--- src/rtl/sa_pkg.sv ---
// Shared types and constants for the 2x2 systolic array and its result drain.
package sa_pkg;

    localparam int SA_ACC_WIDTH = 9;

    // One completed C tile, element 0 = c00 in the low bits.
    typedef logic [3:0][SA_ACC_WIDTH-1:0] c_tile_t;

    typedef enum logic {
        IDLE   = 1'b0,
        STREAM = 1'b1
    } drain_state_t;

    // Row-major element index {row,col}.
    localparam logic [1:0] IDX_C00 = 2'd0;
    localparam logic [1:0] IDX_C01 = 2'd1;
    localparam logic [1:0] IDX_C10 = 2'd2;
    localparam logic [1:0] IDX_C11 = 2'd3;

endpackage

--- src/rtl/result_fifo.sv ---
// Single-clock tile FIFO. Pointers carry an extra MSB so full and empty are
// distinguishable. The head entry is read combinationally. A write to a full
// FIFO is legal only together with a pop, in which case it lands in the slot
// the head is leaving.
module result_fifo #(
    parameter int WIDTH = 36,
    parameter int DEPTH = 4
) (
    input  logic                     clk,
    input  logic                     rstn,
    input  logic                     push_i,
    input  logic [WIDTH-1:0]         wdata_i,
    input  logic                     pop_i,
    output logic [WIDTH-1:0]         rdata_o,
    output logic                     full_o,
    output logic                     empty_o,
    output logic [$clog2(DEPTH):0]   level_o
);

    localparam int AW = $clog2(DEPTH);

    logic [WIDTH-1:0] mem_q [DEPTH];
    logic [AW:0]      wr_ptr_q;
    logic [AW:0]      rd_ptr_q;

    assign rdata_o = mem_q[rd_ptr_q[AW-1:0]];
    assign empty_o = (wr_ptr_q == rd_ptr_q);
    assign full_o  = (wr_ptr_q[AW] != rd_ptr_q[AW]) &&
                     (wr_ptr_q[AW-1:0] == rd_ptr_q[AW-1:0]);
    assign level_o = wr_ptr_q - rd_ptr_q;

    // Storage array; contents are don't-care until written, so no reset.
    always_ff @(posedge clk) begin
        if (push_i) begin
            mem_q[wr_ptr_q[AW-1:0]] <= wdata_i;
        end
    end

    // Read/write pointers, cleared immediately on reset to discard all tiles.
    always_ff @(posedge clk or negedge rstn) begin
        if (!rstn) begin
            wr_ptr_q <= '0;
            rd_ptr_q <= '0;
        end else begin
            if (push_i) wr_ptr_q <= wr_ptr_q + 1'b1;
            if (pop_i)  rd_ptr_q <= rd_ptr_q + 1'b1;
        end
    end

endmodule

--- src/rtl/systolic_result_drain.sv ---
// Captures C tiles from the systolic array into a tile FIFO and streams them
// out row-major, one element per beat, over valid/ready with a last flag.
// Tiles that arrive while the FIFO is full (and the head is not leaving in the
// same cycle) are dropped and counted.
//
// state  | meaning
// -------+-------------------------------------------------------------
// IDLE   | FIFO empty, m_valid low
// STREAM | presenting element k_q of the head tile, m_valid high
module systolic_result_drain
    import sa_pkg::*;
#(
    parameter int ACC_WIDTH = SA_ACC_WIDTH,
    parameter int DEPTH     = 4,
    parameter int DROP_W    = 8
) (
    input  logic                     clk,
    input  logic                     rstn,
    input  logic                     cap_valid,
    input  logic [ACC_WIDTH-1:0]     cap_c00,
    input  logic [ACC_WIDTH-1:0]     cap_c01,
    input  logic [ACC_WIDTH-1:0]     cap_c10,
    input  logic [ACC_WIDTH-1:0]     cap_c11,
    output logic                     m_valid,
    input  logic                     m_ready,
    output logic [ACC_WIDTH-1:0]     m_data,
    output logic [1:0]               m_idx,
    output logic                     m_last,
    output logic [$clog2(DEPTH):0]   level,
    output logic                     ovf,
    input  logic                     ovf_clr,
    output logic [DROP_W-1:0]        drop_cnt
);

    localparam int LW = $clog2(DEPTH) + 1;

    logic [3:0][ACC_WIDTH-1:0] cap_tile;
    logic [3:0][ACC_WIDTH-1:0] head_tile;
    logic [4*ACC_WIDTH-1:0]    fifo_rdata;
    logic                      fifo_full;
    logic                      fifo_empty;
    logic [LW-1:0]             fifo_level;

    drain_state_t              state_q, state_d;
    logic [1:0]                k_q, k_d;

    logic                      hs;
    logic                      pop;
    logic                      push_ok;
    logic                      drop;
    logic                      more_tiles;

    logic                      ovf_q;
    logic [DROP_W-1:0]         drop_cnt_q;

    assign cap_tile  = {cap_c11, cap_c10, cap_c01, cap_c00};
    assign head_tile = fifo_rdata;

    assign hs      = m_valid && m_ready;
    assign pop     = hs && (k_q == IDX_C11);
    assign push_ok = cap_valid && (!fifo_full || pop);
    assign drop    = cap_valid && !push_ok;

    // Another tile will be at the head after this pop, counting a same-cycle push.
    assign more_tiles = (fifo_level > LW'(1)) || push_ok;

    result_fifo #(
        .WIDTH (4*ACC_WIDTH),
        .DEPTH (DEPTH)
    ) u_fifo (
        .clk     (clk),
        .rstn    (rstn),
        .push_i  (push_ok),
        .wdata_i (cap_tile),
        .pop_i   (pop),
        .rdata_o (fifo_rdata),
        .full_o  (fifo_full),
        .empty_o (fifo_empty),
        .level_o (fifo_level)
    );

    // FSM state and element-index registers.
    always_ff @(posedge clk or negedge rstn) begin
        if (!rstn) begin
            state_q <= IDLE;
            k_q     <= IDX_C00;
        end else begin
            state_q <= state_d;
            k_q     <= k_d;
        end
    end

    // Next state: a push from IDLE starts streaming on the following cycle;
    // the last-element handshake either rolls straight into the next tile or idles.
    always_comb begin
        state_d = state_q;
        k_d     = k_q;
        case (state_q)
            IDLE: begin
                k_d = IDX_C00;
                if (push_ok || !fifo_empty) begin
                    state_d = STREAM;
                end
            end
            STREAM: begin
                if (hs) begin
                    if (k_q == IDX_C11) begin
                        k_d     = IDX_C00;
                        state_d = more_tiles ? STREAM : IDLE;
                    end else begin
                        k_d = k_q + 2'd1;
                    end
                end
            end
            default: begin
                state_d = IDLE;
                k_d     = IDX_C00;
            end
        endcase
    end

    // Output mux; everything reads zero when nothing is being presented.
    always_comb begin
        m_valid = (state_q == STREAM);
        m_data  = '0;
        m_idx   = IDX_C00;
        m_last  = 1'b0;
        if (m_valid) begin
            m_data = head_tile[k_q];
            m_idx  = k_q;
            m_last = (k_q == IDX_C11);
        end
    end

    // Sticky overflow flag and saturating drop counter; a drop beats a clear.
    always_ff @(posedge clk or negedge rstn) begin
        if (!rstn) begin
            ovf_q      <= 1'b0;
            drop_cnt_q <= '0;
        end else if (drop) begin
            ovf_q <= 1'b1;
            if (ovf_clr) begin
                drop_cnt_q <= DROP_W'(1);
            end else if (drop_cnt_q != {DROP_W{1'b1}}) begin
                drop_cnt_q <= drop_cnt_q + DROP_W'(1);
            end
        end else if (ovf_clr) begin
            ovf_q      <= 1'b0;
            drop_cnt_q <= '0;
        end
    end

    assign level    = fifo_level;
    assign ovf      = ovf_q;
    assign drop_cnt = drop_cnt_q;

endmodule

--- config.mk ---
export PLATFORM = sky130hd
export DESIGN_NAME = systolic_result_drain
export DESIGN_NICKNAME = d
export VERILOG_FILES = /design/src/rtl/sa_pkg.sv /design/src/rtl/result_fifo.sv /design/src/rtl/systolic_result_drain.sv
export SDC_FILE = /design/constraint.sdc
export NUM_CORES = 1
export LEC_CHECK = 0
export CAP_MARGIN = 40
export CORE_AREA = 8 8 117 119
export DETAILED_ROUTE_END_ITERATION = 12
export DIE_AREA = 0 0 125 127
export GPL_TIMING_DRIVEN = 0
export PLACE_DENSITY = 0.82
export SKIP_LAST_GASP = 1
export SLEW_MARGIN = 15
export SYNTH_ARGS = -nofsm -noshare
export SYNTH_HDL_FRONTEND = slang
export SYNTH_HIERARCHICAL = 1
export SYNTH_SLANG_ARGS = --single-unit
export TNS_END_PERCENT = 10
--- constraint.sdc ---
create_clock -name clk -period 3.5 [get_ports clk]
set_input_delay 0.35 -clock clk [delete_from_list [all_inputs] [get_ports clk]]
set_output_delay 0.35 -clock clk [all_outputs]
set_load 0.1 [all_outputs]
==> summary.txt, run 1 <==
Critical path
  • Worst EP arrival: 3.02 ns
  • CP required: 3.15 ns
  • Setup crit end kind: primary output
  • Crit path max fanout: 10
  • WS Path Type: reg2out
  • Startpoint Class: flop

STA
  • Period utilisation layout: 96.16%
  • Clock skew: 0.01292 ns
  • Hold_ws: 0.1409 ns
  • RSZ-0062 raised after global routing: true
  • Max_slew headroom: 46.69%
  • Final setup viols: 0
  • Slew Viols, Final: 0
  • Fmax: 297.1 MHz
  • Final hold viol count: 0
  • Worst-Margin Slew: 0.7926 ns
  • Final min period: 3.366 ns

Clock tree
  • Hold_buf cts: 0
  • CTS tree: yes
  • H-tree depth: 4
  • Reg clk slew, reported paths: 0.06 ns
  • Worst-Skew Late Latency: 0.42 ns
  • Clock Path Buffers: 2
  • CTS Sinks: 162
  • CTS Buf Count: 17
  • Clock root buffer: clkbuf_16

Finish
  • Layout cells sized above 1: 25.39%
  • Finished Cell Area: 8489 um^2
  • Layout area overhead: 28.63%
  • Most frequent cells in the layout: edfxtp_1 (144), clkdlybuf4s50_1 (64), mux4_2 (38)
  • Post-Layout Cell Count: 592
  • Leading cell type in the layout, fill and taps excluded: edfxtp_1
  • Antenna Cells: 0
  • Nets: 484

Placement
  • Dpl cells: 560
  • Area post-placement: 7938 um^2
  • Post-DP HPWL: 8834 um
  • Final Wtd Congestion: 0.8380
  • Port buffer count: 65

Yosys
  • Synthesis Warnings: 6
  • #FFs+latches synth: 162
  • Sequential share of the synthesized area: 72.34%
  • Post-synth top area share: 65.52%
  • Syn nets: 370
  • Post-synth top area cell: edfxtp_1
  • Mapped Cells: 319
  • Mapped cell area: 6600 um^2
  • Largest cells by area after synthesis: edfxtp_1 (66%), mux4_2 (13%), dfrtp_1 (6.8%)
  • Cell variety after synth: 38
  • Mapped Avg Cell Area: 20.69 um^2

Routing
  • DR WL/cell: 23.33 um
  • Detail Route Antenna Nets: 0
  • DRC errors left: 0
  • DRT iter0 DRCs: 280
  • Detailed-route via count: 3469
  • DRT Wirelength: 13810 um
  • DR vias/cell: 5.860
  • Drt pass-1 iters: 4

Floorplanning
  • Top Ports: 66
  • Core area: 11810 um^2
  • Die area: 15880 um^2
  • Chip Height: 127 um
  • Initial Util: 55.88%
  • FP Rows: 40
  • Die X: 125 um

Global route
  • Vias in the first global route: 3798
  • Global-route wire length before repair: 21490 um
  • Antenna violations before repair: 0
  • Total gr overflow: 0
  • Largest net degree at the start of global routing: 20
  • GR Util All Layers: 18.49%

Outcome
  • Status: finished clean

Flow run
  • Max Cap Viol: 0

Hold path
  • Worst min-delay path category: in2async
final timing paths:
path                                    start  slack, ns                  end  cells past startpoint
max in group asynchronous                rstn       3.00                  ovf                      2
min reg2reg                u_fifo/rd_ptr_q[2]       0.49   u_fifo/rd_ptr_q[2]                      1
min                                      rstn       0.14          drop_cnt[6]                      1
max reg2reg                u_fifo/rd_ptr_q[1]       0.18  u_fifo/mem_q[2][24]                      9
max                        u_fifo/rd_ptr_q[0]       0.13            m_data[2]                      7
min in group clk           u_fifo/rd_ptr_q[2]       0.49   u_fifo/rd_ptr_q[2]                      1
metrics by stage:
stage               setup TNS (ns)  worst slack [ns]  util (%)
detailed placement               0           0.04815     67.20
global placement            -96.21           -0.7138     62.94
global route               -0.3483          -0.01849     71.88
floorplan                        0            0.1938         -
finish                           0            0.1345     71.88
CTS                      -0.001499         -0.001499     71.63
state kept, by name (all words and copies together) (netlist names):
| name | flops |
|---|---|
| u_fifo/mem_q | 144 |
| m_valid | 1 |
| k_q | 2 |
| drop_cnt | 8 |
| u_fifo/wr_ptr_q | 3 |
| u_fifo/rd_ptr_q | 3 |
| ovf | 1 |
Yosys cell counts:
library cell and number:
mux4_1 7, edfxtp_1 144, nand3_2 1, a211oi_1 2, buf_6 1, nor4_2 1, nand2_1 7, mux2i_1 1
nand2b_1 1, o32ai_1 2, o211ai_2 1, o2111ai_1 1, mux4_2 38, xor2_1 5, or3_1 2, nand4_1 1
nand3_1 6, nor2b_1 5, buf_2 5, buf_4 1, o21a_1 1, mux2_2 1, fa_1 1, clkbuf_1 2
inv_1 9, a21oi_1 4, and4_1 2, o21ai_0 6, a21boi_0 1, nor2_1 8, nor3_1 2, or2_1 1
xnor2_1 2, nor3b_1 1, dfrtp_1 18, buf_12 3, ha_1 9, and2_1 16
layout make-up:
cell class,count,area [um^2]
clock inverter,12,93.84
clock buffer,19,432.9
tap,147,183.9
fill,688,3322
buffer,12,122.6
timing repair buffer,95,1161
multi-input combinational,136,1687
sequential,162,4775
inverter,9,33.78
per-layer routing:
metal / vias to the layer above / track usage [%] / share of wire (%)
li1: 1531 / - / -
met1: 1786 / 20.55 / 37
met2: 133 / 32.95 / 55
met3: 19 / 5.491 / 6.1
met4: 0 / 7.235 / 1.5
met5: - / 0 / 0
timing repair:
item                                    CTS  global route
pin swaps                                 0             0
resized for setup                         2             3
gates cloned                              0             0
setup buffers                             0             1
endpoints found under the setup margin    1            27
logic make-up (layout without fill, tap and decap cells):
group	count (synthesis)	in the layout	share of synthesized area [%]
DFF	162	162	72.34
and+or+nand+nor	54	54	4.645
muxes	47	47	16.08
buffers and inverters	21	147	2.199
AOI/OAI and AO/OA	18	18	1.801
adders and majority gates	10	10	2.010
xor gates and xnor gates	7	7	0.9289
critical path: stages (launching register included):
cell and delay [ns]:
dfrtp_1 0.38, buf_8 0.20, buf_12 0.18, mux4_2 0.54, mux4_2 0.48, and2_1 0.17
clkdlybuf4s50_1 0.46, buf_8 0.19
Power of run 1 is not shown: default switching activity piles up to over one toggle a cycle in this logic, so the estimate is an artifact.
==> inputs of run 2 (changes only) <==
- CAP_MARGIN: 40 -> 20
- PLACE_DENSITY: 0.82 -> 0.88
==> summary.txt, run 2 (synthesized netlist as in run 1, its figures left out) <==
Finish
  • Layout cells sized above 1: 20.76% (-4.6 points)
  • Most frequent cells in the layout: edfxtp_1 (144), clkdlybuf4s50_1 (54), mux4_2 (38)
  • Layout area overhead: 22.60%
  • Leading cell type in the layout, fill and taps excluded: edfxtp_1
  • Register area: 4775 um^2 (unchanged)
  • Max reg flops: 144 (unchanged)
  • Nets: 458 (-5.4%)
  • Post-Layout Cell Count: 566 (-4.4%)
  • Antenna Cells: 0 (unchanged)
  • Filler cells: 730 (+6.1%)
  • Multi-input gate area: 1685 um^2 (about the same)

Critical path
  • R2R cell count: 9 (unchanged)
  • WS Path Type: reg2reg
  • Slack of the worst reg-to-reg path: 0.08 ns (-0.10 ns)
  • Crit path max fanout: 21 (+11)
  • Worst EP arrival: 3.55 ns (+0.53 ns)
  • Setup crit end kind: flop
  • CP required: 3.62 ns (+0.47 ns)
  • Crit-path slowest cell: a21boi_0
  • Startpoint Class: flop
  • Worst path max stage delay: 0.67 ns (+0.13 ns)
  • Critical Path, Cell by Cell: buf_2 > buf_2 > inv_1 > ha_1 > nand2_1 > nor2b_1 > a21boi_0 > and2_2 > buf_16
  • Crit path top cell by count: buf_2

Hold path
  • Worst min-delay path category: in2async

Clock tree
  • Post-cts gate resize count: 1 (-1)
  • Clock root buffer: clkbuf_16
  • CTS tree: yes
  • H-tree depth: 4 (unchanged)
  • Worst-Skew Late Latency: 0.42 ns (about the same)
  • Clock Path Buffers: 2 (unchanged)
  • Reg clk slew, reported paths: 0.06 ns (about the same)
  • CTS Sinks: 162 (unchanged)
  • CTS Buf Count: 17 (unchanged)
  • Hold_buf cts: 0 (unchanged)
  • Number of post-CTS setup repair buffers: 0 (unchanged)

Floorplanning
  • FP Rows: 40 (unchanged)
  • Die X: 125 um (unchanged)
  • Top Ports: 66 (unchanged)
  • Chip Height: 127 um (unchanged)
  • Die area: 15880 um^2 (unchanged)
  • Initial Util: 55.88% (unchanged)
  • Core area: 11810 um^2 (unchanged)

Outcome
  • Status: finished clean

Routing
  • DRT Wirelength: 13600 um (-1.5%)
  • DRC errors left: 0 (unchanged)
  • DR vias/cell: 5.862 (about the same)
  • DRT iter0 DRCs: 286 (+2.1%)
  • Drt pass-1 iters: 4 (unchanged)
  • Detailed-route via count: 3318 (-4.4%)
  • DR WL/cell: 24.03 um (+3.0%)
  • Detail Route Antenna Nets: 0 (unchanged)

STA
  • Fmax: 292.1 MHz (-1.7%)
  • Final setup viols: 0 (unchanged)
  • Final hold viol count: 0 (unchanged)
  • Worst-Margin Slew: 1.004 ns (+0.2116 ns)
  • RSZ-0062 raised after global routing: true
  • Max_slew headroom: 32.94% (-14 points)
  • Period utilisation layout: 97.82% (+1.7 points)
  • Final min period: 3.424 ns (+0.05836 ns)
  • Clock skew: 0.005784 ns (-0.007141 ns)
  • Slew Viols, Final: 0 (unchanged)

Global route
  • Largest net degree at the start of global routing: 27 (+35%)
  • Antenna violations before repair: 0 (unchanged)
  • Total gr overflow: 0 (unchanged)
  • GR Util All Layers: 18.15% (-0.34 points)
  • Vias in the first global route: 3680 (-3.1%)
  • Global-route wire length before repair: 20960 um (-2.5%)

Placement
  • Dpl cells: 535 (-4.5%)
  • Port buffer count: 65 (unchanged)
  • Final Wtd Congestion: 0.8416 (+0.43%)
  • Post-DP HPWL: 8679 um (-1.8%)

Flow run
  • Max Cap Viol: 0 (unchanged)
## run 2: changes by cell type in the layout (fill, tap and decap cells not counted), moves of 3 or more
cell,change
clkdlybuf4s50_1,-10
buf_16,-4
dlymetal6s2s_1,+10
buf_8,-26
inv_6,+4
buf_12,+3
buf_2,+3
## run 2: layout make-up
cell class / count / share of cell area [%]
Clock buffer: 19 / 5.350
Sequential cell: 162 / 59.01
Buffer: 12 / 1.376
Multi-Input combinational cell: 136 / 20.83
Tap cell: 147 / 2.273
Clock inverter: 12 / 1.330
Inverter: 9 / 0.4175
Timing Repair Buffer: 69 / 9.417
## run 2: final timing paths
check,from,to
setup / recovery,u_fifo/rd_ptr_q[1],u_fifo/mem_q[3][11]
hold / removal,rstn,k_q[0]
setup reg to reg,u_fifo/rd_ptr_q[1],u_fifo/mem_q[3][11]
hold reg to reg,u_fifo/rd_ptr_q[2],u_fifo/rd_ptr_q[2]
max in group asynchronous,rstn,m_valid
min in group clk,u_fifo/rd_ptr_q[2],u_fifo/rd_ptr_q[2]
## run 2: per-layer routing
layer	wire length, um	GRT usage [%]
met1	5279	19.76
met2	7357	32.73
met3	705	4.908
met4	256	8.095
met5	0	0
## run 2: stage by stage
stage / area [um^2] / setup WS [ns] / util, % / TNS [ns] / hold slack [ns]
after floorplan: 6600 / 0.1938 / - / 0 / 0.05441
after global placement: 7435 / -0.6535 / 62.94 / -90.03 / 0.4759
final: 8092 / 0.07614 / 68.51 / 0 / 0.4137
after detailed placement: 7527 / 0.04767 / 63.73 / 0 / 0.4821
after global routing: 8092 / -0.1575 / 68.51 / -6.209 / 0.4964
after CTS: 8066 / -0.2672 / 68.29 / -2.233 / 0.4287
## run 2: critical path, delay by kind of cell, from the launching register on
family | cells | cell delay, ns
AO/OA/AOI/OAI | 1 | 0.67
flip-flops | 1 | 0.35
buffers and inverters | 4 | 0.99
adder cells (fa/ha/maj) | 1 | 0.29
AND/OR/NAND/NOR | 3 | 0.80
Power of run 2 is left out for the same reason.
